`config.mk`:
```
export PLATFORM = sky130hd
export DESIGN_NAME = imem_program_loader_flat
export DESIGN_NICKNAME = d
export VERILOG_FILES = /design/src/rtl/imem_program_loader_pkg.sv /design/src/rtl/imem_program_loader_if.sv /design/src/rtl/imem_program_loader.sv /design/src/flat_wrapper.sv
export SDC_FILE = /design/constraint.sdc
export NUM_CORES = 1
export LEC_CHECK = 0
export ABC_AREA = 0
export CAP_MARGIN = 40
export CORE_ASPECT_RATIO = 0.8
export CORE_MARGIN = 2
export CORE_UTILIZATION = 38
export DETAILED_ROUTE_END_ITERATION = 8
export PLACE_DENSITY_LB_ADDON = 0.12
export SKIP_LAST_GASP = 1
export SYNTH_ARGS = -nofsm -noshare
export SYNTH_HDL_FRONTEND = slang
export SYNTH_SLANG_ARGS = --single-unit
```
`constraint.sdc`:
```
create_clock -name clk_i -period 5.8 [get_ports clk_i]
set_input_delay 0.58 -clock clk_i [delete_from_list [all_inputs] [get_ports clk_i]]
set_output_delay 0.58 -clock clk_i [all_outputs]
set_load 0.005 [all_outputs]
```
`src/rtl/imem_program_loader_pkg.sv`:
```
// Shared types and widths for the instruction-memory program loader.
//   loader_state_t   : loader FSM states
//   BYTE_W           : stream byte width
//   HALF_WORD / WORD : instruction and address widths
//   LOADER_HDR_BYTES : length header size in bytes
package imem_program_loader_pkg;

  localparam int unsigned BYTE_W           = 8;
  localparam int unsigned HALF_WORD        = 16;
  localparam int unsigned WORD             = 32;
  localparam int unsigned LOADER_HDR_BYTES = 2;
  localparam int unsigned LEN_W            = LOADER_HDR_BYTES * BYTE_W;

  typedef enum logic [3:0] {
    IDLE,
    LEN_LO,
    LEN_HI,
    DATA_LO,
    DATA_HI,
    WRITE,
    CSUM,
    DONE,
    ERR
  } loader_state_t;

  // Little-endian byte pair to half-word.
  function automatic logic [HALF_WORD-1:0] pack_half(input logic [BYTE_W-1:0] hi,
                                                     input logic [BYTE_W-1:0] lo);
    return {hi, lo};
  endfunction

endpackage

```
`src/rtl/imem_program_loader_if.sv`:
```
// Byte-stream and instruction-memory write bus of the program loader.
//   byte_valid_i / byte_i / byte_ready_o        : valid/ready byte stream
//   program_mem_write_en_o / instruction_o /
//   instruction_addr_o                          : memory write port
// slave  : the loader (consumes stream, drives memory port)
// master : the stream source / memory side
interface imem_program_loader_if;
  import imem_program_loader_pkg::*;

  logic                 byte_valid_i;
  logic [BYTE_W-1:0]    byte_i;
  logic                 byte_ready_o;
  logic                 program_mem_write_en_o;
  logic [HALF_WORD-1:0] instruction_o;
  logic [WORD-1:0]      instruction_addr_o;

  modport slave (
    input  byte_valid_i, byte_i,
    output byte_ready_o, program_mem_write_en_o, instruction_o, instruction_addr_o
  );

  modport master (
    output byte_valid_i, byte_i,
    input  byte_ready_o, program_mem_write_en_o, instruction_o, instruction_addr_o
  );

endinterface

```
`src/rtl/imem_program_loader.sv`:
```
// Boot-time loader: takes a length-prefixed byte stream, assembles little-endian
// half-words and writes them into instruction memory while holding the core in reset.
// Ports:
//   clk_i, reset_i (async, active-high)
//   start_i        : begin a load (IDLE, DONE, ERR only)
//   bus            : stream in + memory write port (imem_program_loader_if.slave)
//   cpu_reset_o    : core held in reset while high
//   busy_o         : load in progress
//   load_done_o    : image written, core released
//   load_error_o   : load aborted
// Build option: define LOADER_CHECKSUM_EN to require a trailing XOR checksum byte.
module imem_program_loader
  import imem_program_loader_pkg::*;
#(
  parameter int unsigned ADDR_W    = 9,
  parameter int unsigned BASE_ADDR = 0
) (
  input  logic                  clk_i,
  input  logic                  reset_i,
  input  logic                  start_i,
  imem_program_loader_if.slave  bus,
  output logic                  cpu_reset_o,
  output logic                  busy_o,
  output logic                  load_done_o,
  output logic                  load_error_o
);

  localparam int unsigned CNT_W = ADDR_W + 1;
  localparam int unsigned CMP_W = LEN_W + 1;
  localparam int unsigned DEPTH = 1 << ADDR_W;

  loader_state_t     state_q;
  logic [CNT_W-1:0]  idx_q;
  logic [LEN_W-1:0]  len_q;
  logic [BYTE_W-1:0] lo_q;
`ifdef LOADER_CHECKSUM_EN
  logic [BYTE_W-1:0] xor_q;
`endif

  logic             accept_c;
  logic [LEN_W-1:0] len_c;
  logic             last_c;

  assign accept_c = bus.byte_valid_i && bus.byte_ready_o;
  // Length header is complete when the hi byte arrives; lo byte parked in lo_q.
  assign len_c    = {bus.byte_i, lo_q};
  // Index counter is one bit wider than the address so N == depth terminates cleanly.
  assign last_c   = (CMP_W'(idx_q) + CMP_W'(1)) == {1'b0, len_q};

  // Loader FSM with registered outputs.
  always_ff @(posedge clk_i or posedge reset_i) begin
    if (reset_i) begin
      state_q                    <= IDLE;
      idx_q                      <= '0;
      len_q                      <= '0;
      lo_q                       <= '0;
`ifdef LOADER_CHECKSUM_EN
      xor_q                      <= '0;
`endif
      bus.byte_ready_o           <= 1'b0;
      bus.program_mem_write_en_o <= 1'b0;
      bus.instruction_o          <= '0;
      bus.instruction_addr_o     <= WORD'(BASE_ADDR);
      cpu_reset_o                <= 1'b1;
      busy_o                     <= 1'b0;
      load_done_o                <= 1'b0;
      load_error_o               <= 1'b0;
    end else begin
      bus.program_mem_write_en_o <= 1'b0;
`ifdef LOADER_CHECKSUM_EN
      if (accept_c) xor_q <= xor_q ^ bus.byte_i;
`endif
      unique case (state_q)
        IDLE, DONE, ERR: begin
          if (start_i) begin
            state_q          <= LEN_LO;
            idx_q            <= '0;
`ifdef LOADER_CHECKSUM_EN
            xor_q            <= '0;
`endif
            bus.byte_ready_o <= 1'b1;
            cpu_reset_o      <= 1'b1;
            busy_o           <= 1'b1;
            load_done_o      <= 1'b0;
            load_error_o     <= 1'b0;
          end
        end
        LEN_LO: begin
          if (accept_c) begin
            lo_q    <= bus.byte_i;
            state_q <= LEN_HI;
          end
        end
        LEN_HI: begin
          if (accept_c) begin
            len_q <= len_c;
            if (len_c == '0) begin
`ifdef LOADER_CHECKSUM_EN
              state_q          <= CSUM;
`else
              state_q          <= DONE;
              bus.byte_ready_o <= 1'b0;
              busy_o           <= 1'b0;
              load_done_o      <= 1'b1;
              cpu_reset_o      <= 1'b0;
`endif
            end else if ({1'b0, len_c} > CMP_W'(DEPTH)) begin
              state_q          <= ERR;
              bus.byte_ready_o <= 1'b0;
              busy_o           <= 1'b0;
              load_error_o     <= 1'b1;
            end else begin
              state_q <= DATA_LO;
            end
          end
        end
        DATA_LO: begin
          if (accept_c) begin
            lo_q    <= bus.byte_i;
            state_q <= DATA_HI;
          end
        end
        DATA_HI: begin
          if (accept_c) begin
            bus.program_mem_write_en_o <= 1'b1;
            bus.instruction_o          <= pack_half(bus.byte_i, lo_q);
            bus.instruction_addr_o     <= WORD'(BASE_ADDR) + WORD'(idx_q);
            bus.byte_ready_o           <= 1'b0;
            state_q                    <= WRITE;
          end
        end
        WRITE: begin
          idx_q <= idx_q + CNT_W'(1);
          if (last_c) begin
`ifdef LOADER_CHECKSUM_EN
            state_q          <= CSUM;
            bus.byte_ready_o <= 1'b1;
`else
            state_q          <= DONE;
            busy_o           <= 1'b0;
            load_done_o      <= 1'b1;
            cpu_reset_o      <= 1'b0;
`endif
          end else begin
            state_q          <= DATA_LO;
            bus.byte_ready_o <= 1'b1;
          end
        end
`ifdef LOADER_CHECKSUM_EN
        CSUM: begin
          // Running XOR over header, data and this byte must cancel to zero.
          if (accept_c) begin
            bus.byte_ready_o <= 1'b0;
            busy_o           <= 1'b0;
            if ((xor_q ^ bus.byte_i) == '0) begin
              state_q     <= DONE;
              load_done_o <= 1'b1;
              cpu_reset_o <= 1'b0;
            end else begin
              state_q      <= ERR;
              load_error_o <= 1'b1;
            end
          end
        end
`endif
        default: begin
          state_q          <= IDLE;
          bus.byte_ready_o <= 1'b0;
          busy_o           <= 1'b0;
        end
      endcase
    end
  end

endmodule

```
`src/flat_wrapper.sv`:
```
// flat-port wrapper written by rule: the top's interface ports become plain ports
module imem_program_loader_flat import imem_program_loader_pkg::*;
#(
  parameter int unsigned ADDR_W    = 9,
  parameter int unsigned BASE_ADDR = 0
)
  (clk_i, reset_i, start_i, cpu_reset_o, busy_o, load_done_o, load_error_o, bus_byte_valid_i, bus_byte_i, bus_byte_ready_o, bus_program_mem_write_en_o, bus_instruction_o, bus_instruction_addr_o);
  imem_program_loader_if bus_i ();
  input  logic clk_i;
  input  logic reset_i;
  input  logic start_i;
  output logic cpu_reset_o;
  output logic busy_o;
  output logic load_done_o;
  output logic load_error_o;
  input wire logic [$bits(bus_i.byte_valid_i)-1:0] bus_byte_valid_i;
  input wire logic [$bits(bus_i.byte_i)-1:0] bus_byte_i;
  output wire logic [$bits(bus_i.byte_ready_o)-1:0] bus_byte_ready_o;
  output wire logic [$bits(bus_i.program_mem_write_en_o)-1:0] bus_program_mem_write_en_o;
  output wire logic [$bits(bus_i.instruction_o)-1:0] bus_instruction_o;
  output wire logic [$bits(bus_i.instruction_addr_o)-1:0] bus_instruction_addr_o;
  assign bus_i.byte_valid_i = bus_byte_valid_i;
  assign bus_i.byte_i = bus_byte_i;
  assign bus_byte_ready_o = bus_i.byte_ready_o;
  assign bus_program_mem_write_en_o = bus_i.program_mem_write_en_o;
  assign bus_instruction_o = bus_i.instruction_o;
  assign bus_instruction_addr_o = bus_i.instruction_addr_o;
  imem_program_loader #(.ADDR_W(ADDR_W), .BASE_ADDR(BASE_ADDR)) u_core (.clk_i(clk_i), .reset_i(reset_i), .start_i(start_i), .bus(bus_i), .cpu_reset_o(cpu_reset_o), .busy_o(busy_o), .load_done_o(load_done_o), .load_error_o(load_error_o));
endmodule
```
* Word level (Yosys, flattened, before mapping)
Cells that the tools add are included.
** Storage, ports and cells
- Flip-flop bits (word level) :: 70
- Bits of input ports :: 12
- Output and inout bits :: 54
- Word-level logic and storage cells :: 88
** Operators by class
- Add/subtract/negate cells :: 2
- Magnitude comparators :: 1
- Equal/unequal tests :: 19
- Muxes and demuxes :: 34
- Bitwise operators :: 2
- Reduce and logical (&&, ||, !) cells :: 18
** Operator list (count)
- 4-bit two-way mux :: 7
- 4-bit case mux with 6 select lines :: 1
- 10-bit case mux with 2 select lines :: 1
- 5-bit AND reduction :: 4
- 1-bit two-way mux :: 18
- 17-bit by 16-bit == test with 1-bit output :: 1
- 16-bit by 10-bit > comparator with 1-bit output (second input constant) :: 1
- 16-bit zero test :: 1
- 2-bit by 1-bit != test with 1-bit output (second input constant) :: 7
- 4-bit by 3-bit == test with 1-bit output (second input constant) :: 3
- 10-bit by 1-bit adder with 11-bit output (second input constant) :: 1
- 10-bit by 1-bit adder with 10-bit output (second input constant) :: 1
- 10-bit two-way mux :: 1
- 4-bit by 2-bit == test with 1-bit output (second input constant) :: 2
- 2-bit AND reduction :: 4
- 2-bit != test (second input constant) :: 3
- 1-bit case mux with 3 select lines :: 2
- 6-bit AND reduction :: 1
- 3-bit OR reduction :: 2
- 1-bit case mux with 5 select lines :: 1
- 4-bit by 1-bit == test with 1-bit output (second input constant) :: 1
- 4-bit == test (second input constant) :: 1
- 4-bit zero test :: 1
- 1-bit case mux with 4 select lines :: 1
- other kinds (8) :: 10

* Logic depth before layout (Yosys ltp)
- Depth in word-level cells :: 5
- Mapped depth :: 8
- Mapped depth without buffers :: 7

* Worst setup path before layout
No wires, ideal clock.
- Path kind :: input-to-reg
- From :: input port bus_byte_i[7]
- To :: register u_core.state_q[2]
- Setup time :: 0.065 ns
- Arrival :: 2.071 ns
- Data required time :: 5.735 ns
- Setup slack :: 3.664 ns
- Stages :: 6
- Path buffers :: 0
- Path through :: or4_1 > or3_1 > nor3_1 > o21ai_0 > a221oi_1 > a221o_2
** Between the ends
- Word-level cells in the longest chain between the ends :: 4
** RTL lines
- start, declared :: line flat_wrapper.sv:17 : input wire logic [$bits(bus_i.byte_i)-1:0] bus_byte_i;
- 16-bit zero test :: line imem_program_loader.sv:97 : if (len_c == '0) begin
- 4-bit two-way mux :: line imem_program_loader.sv:97
- 4-bit two-way mux :: line imem_program_loader.sv:95 : if (accept_c) begin
- 4-bit case mux with 6 select lines :: line imem_program_loader.sv:73 : unique case (state_q)
- end signal, assigned :: line imem_program_loader.sv:76 : state_q <= LEN_LO;
- end signal, assigned :: line imem_program_loader.sv:101 : state_q <= DONE;
- end signal, assigned :: line imem_program_loader.sv:108 : state_q <= ERR;
- end, declared :: line imem_program_loader.sv:32 : loader_state_t state_q;
No other way between the ends. The select of a mux whose other input is x is not followed.
A chain may end at the register's enable or synchronous reset.

* Worst setup path after layout
- From :: register u_core.idx_q[0]
- To :: register u_core.state_q[2]
** Between the ends
- Word-level cells in the longest chain between the ends :: 4
** RTL lines
- start, declared :: line imem_program_loader.sv:33 : logic [CNT_W-1:0] idx_q;
- start signal, assigned :: line imem_program_loader.sv:133 : idx_q <= idx_q + CNT_W'(1);
- 10-bit by 1-bit adder with 11-bit output :: line imem_program_loader.sv:48 : assign last_c = (CMP_W'(idx_q) + CMP_W'(1)) == {1'b0, len_q};
- 17-bit by 16-bit == test with 1-bit output :: line imem_program_loader.sv:48
- 3-bit two-way mux :: line imem_program_loader.sv:134 : if (last_c) begin
- 4-bit case mux with 6 select lines :: line imem_program_loader.sv:73
- end signal, assigned :: line imem_program_loader.sv:53 : state_q <= IDLE;
- end signal, assigned :: line imem_program_loader.sv:76
- end signal, assigned :: line imem_program_loader.sv:139 : state_q <= DONE;
No other way between the ends.

==> metrics.log <==
INFO  metric cts_tree = yes
INFO  metric maxClockFrequency = 367 MHz
INFO  metric report.final.setup_viol = 0
INFO  metric power_switching = ~0.23 mW
INFO  metric place.detailed.hpwl = approximately 5.8 mm
INFO  metric cts.path.max_buffers = 2
INFO  metric outcome = finished clean
INFO  metric cts.hold.buffers_added = 0
INFO  metric period_needed = 2.73 ns
INFO  metric drv_slew = 0
INFO  metric globalRouteMet3Util = 0.0523
INFO  metric final.fill_count = between 800 and 900
INFO  metric antenna_violations_before_repair = 0
INFO  metric num_antenna_cells = 0
INFO  metric flop_pwr_share = 0.455
INFO  metric dp_slack = about 3 ns
INFO  metric yosysSeqAreaShare = 0.491
INFO  metric final_critical_path_setup_slack = 3.07 ns
INFO  metric drt_first_iter_violations = ~150
INFO  metric predominant_post_synthesis_flop_cell = dfrtp_1
INFO  metric critPathCaptureType = register
INFO  metric grtUsageMet2 = 0.234
INFO  metric drc = 0
INFO  metric synth.area.top_cells = dfrtp_1 48%, mux2_2 16%, buf_4 4.6%, o21ai_0 2.9%, xnor2_1 2.5%
INFO  metric clockPowerShare = 0.513
INFO  metric maxCapViolCount = 0
INFO  metric hp-class = reg2reg
INFO  metric wire_length_of_the_first_global_routing_pass = 13.4 mm
INFO  metric async_flop_share = 1.00
INFO  metric clock_skew = 0.00723 ns
INFO  metric fp-row-count = 31
INFO  metric post_cts_resized = 0
INFO  metric placeableCoreArea = 9080 sq um
INFO  metric least_margin_pin_slew = around 0.85 ns
INFO  metric synth.top_cell.area_share = 0.484
INFO  metric placement.cell_area = a little over 4000 sq um
INFO  metric totalNegativeSetupSlack = 0 ns
INFO  metric avgSynthCellArea = around 11 sq um
INFO  metric yosys_warnings = 0
INFO  metric cts.clk_slew.worst_paths = about 0.06 ns
INFO  metric power.total = 1.08 mW
INFO  metric synth_edf_count = 0
INFO  metric grtUsageMet1 = 0.243
INFO  metric routed_wirelength = approximately 8 mm
INFO  metric grt_util_all_layers = 0.169
INFO  metric syn-instance-count = between 300 and 400
INFO  metric timing.final.crit_share = 0.470
INFO  metric wl_per_cell = 16.7 microns
INFO  metric cp_data_required_time = slightly above 6 ns
INFO  metric grt_max_degree = 46
INFO  metric finalWeightedCongestion = ~0.84
INFO  metric port-buffer-count = 43
INFO  metric finalHoldViolCount = 0
INFO  metric synth_seq_cells = 70
INFO  metric final_design_area_excluding_fillers = roughly 4300 sq um
INFO  metric clk_root_buffer_cell = clkbuf_16
INFO  metric cts_max_level = 3
INFO  metric peakVddDrop = 0.000144 V
INFO  metric mappedNetlistArea = 3570 sq um
INFO  metric leakagePower = between 2 and 2.5 nW
INFO  metric maxSlewHeadroom = 0.435
INFO  metric comb_power_share = 0.032
INFO  metric category_of_the_most_critical_setup_path = reg2reg
INFO  metric ioPinCount = between 60 and 70
INFO  metric crit_fanout = 12
INFO  metric detail-route-antenna-nets = 0
INFO  metric netSwitchingFraction = 0.213
INFO  metric fin_nets = 380
INFO  metric grt.busiest_layer = met1
INFO  metric power.internal = between 0.8 and 0.9 mW
INFO  metric cts.repair_timing.setup_buffer_count = 0
INFO  metric initial_utilization = 0.393
INFO  metric fin_worst_hold_slack = around 0.50 ns
INFO  metric avgViaCountPerCell = around 5.3
INFO  metric rsz0062_at_grt = false
INFO  metric worst-r2r-setup-slack = a little over 3 ns
INFO  metric via_count = ~2600
INFO  metric via_count_of_the_first_global_routing_pass = around 2500
INFO  metric syn_to_final_growth = 21.5%
INFO  metric grt_overflow = 0
INFO  metric clk_latency = between 0.3 and 0.4 ns
INFO  metric yosys.cell_types.count = 45
INFO  metric post_route_cells_drive_above_1_share = 0.204
INFO  metric clock_sink_count = 70
INFO  metric timing.critical_path.from_type = register
INFO  metric total_die_area = a little over 10000 sq um
INFO  metric dominant_cell_type_by_area_after_synthesis = dfrtp_1
INFO  metric critical_path_arrival = about 3.0 ns
INFO  metric floorplan.die.width = roughly 110 microns
INFO  metric die-height = between 90 and 100 microns
INFO  metric final_common_cell = dfrtp_1
INFO  metric cts-buffers-inserted = 9
INFO  metric drtPass1Iterations = 4
INFO  metric power_density = approximately 250 nW/um^2
INFO  metric commonest_cells_after_routing_fill_and_taps_aside = 69 x dfrtp_1, 50 x mux2_2, 43 x clkdlybuf4s50_1
## worst max-delay path, stage by stage, from the launching register on
cell      delay (ns)
dfrtp_1         0.53
ha_1            0.51
nand3_1         0.15
or2_1           0.25
nor4_1          0.27
a311oi_1        0.09
nor4_2          0.60
a221o_2         0.26
## metal layers
metal,up-vias,wire [microns]
met1,1269,4020
met2,86,3510
met3,8,479
met4,0,111
met5,-,0
li1,1204,-
## cell usage after synthesis, drive strengths merged (2+ instances only)
cell type and count:
nand3 7, o21ai 21, buf 25, and2 3, nand2 18, mux2i 2
a311oi 2, inv 6, nor3 5, nor2 16, nand4 6, nor4 5
clkbuf 15, xor2 7, or3 2, and3 4, o31ai 5, o211ai 3
a31oi 4, nor2b 7, or4 2, a21oi 16, a21o 2, xnor2 10
dfrtp 69, o22ai 3, mux2 50
## layout make-up
cell class | instances | area [sq um] | share of cell area
Clock buffer | 10 | 239 | 0.0551
Sequential cell | 70 | 1750 | 0.404
Multi-Input combinational cell | 234 | 1640 | 0.378
Clock inverter | 6 | 68.8 | 0.0159
Inverter | 6 | 22.5 | 0.00519
Tap cell | 115 | 144 | 0.0332
Timing Repair Buffer | 46 | 473 | 0.109
## logic make-up after synthesis
kind of cell,synth area share
multiplexers,0.163
other,0.00105
buffers and inverters,0.0725
flip-flops,0.491
AND/OR/NAND/NOR,0.117
XOR/XNOR,0.0417
AO/OA/AOI/OAI,0.110
adder cells (fa/ha/maj),0.00350
## through the flow
step,util,cells
floorplan,-,350
global placement,0.441,470
detailed placement,0.444,471
CTS,0.478,487
global route,0.478,487
finish,0.478,487
## sequential cells by signal (all words and copies together), names as in the netlist, 4 cells and up
signal	count
u_core.bus.instruction_o	16
u_core.len_q	16
u_core.lo_q	8
u_core.idx_q	10
u_core.bus.instruction_addr_o	10
u_core.state_q	4
## worst paths after layout
check | start | endpoint | cells past startpoint
max reg2reg | u_core.idx_q[0] | u_core.state_q[2] | 7
min in group asynchronous | reset_i | u_core.bus.instruction_addr_o[9] | 3
max in group asynchronous | reset_i | u_core.cpu_reset_o | 4
min reg2reg | u_core.len_q[12] | u_core.len_q[12] | 1
max | u_core.idx_q[0] | u_core.state_q[2] | 7
min | u_core.len_q[12] | u_core.len_q[12] | 1
## power by group through the flow
stage | Clock (mW) | Combinational, mW | Sequential, mW
after detailed placement | 0 | 0.0357 | 0.500
after CTS | 0.571 | 0.0358 | 0.491
after global placement | 0 | 0.0329 | 0.500
final | 0.554 | 0.0346 | 0.491
after global routing | 0.596 | 0.0397 | 0.491
after floorplan | 0 | 0.0247 | 0.500
(Power assumes the default switching activity.)
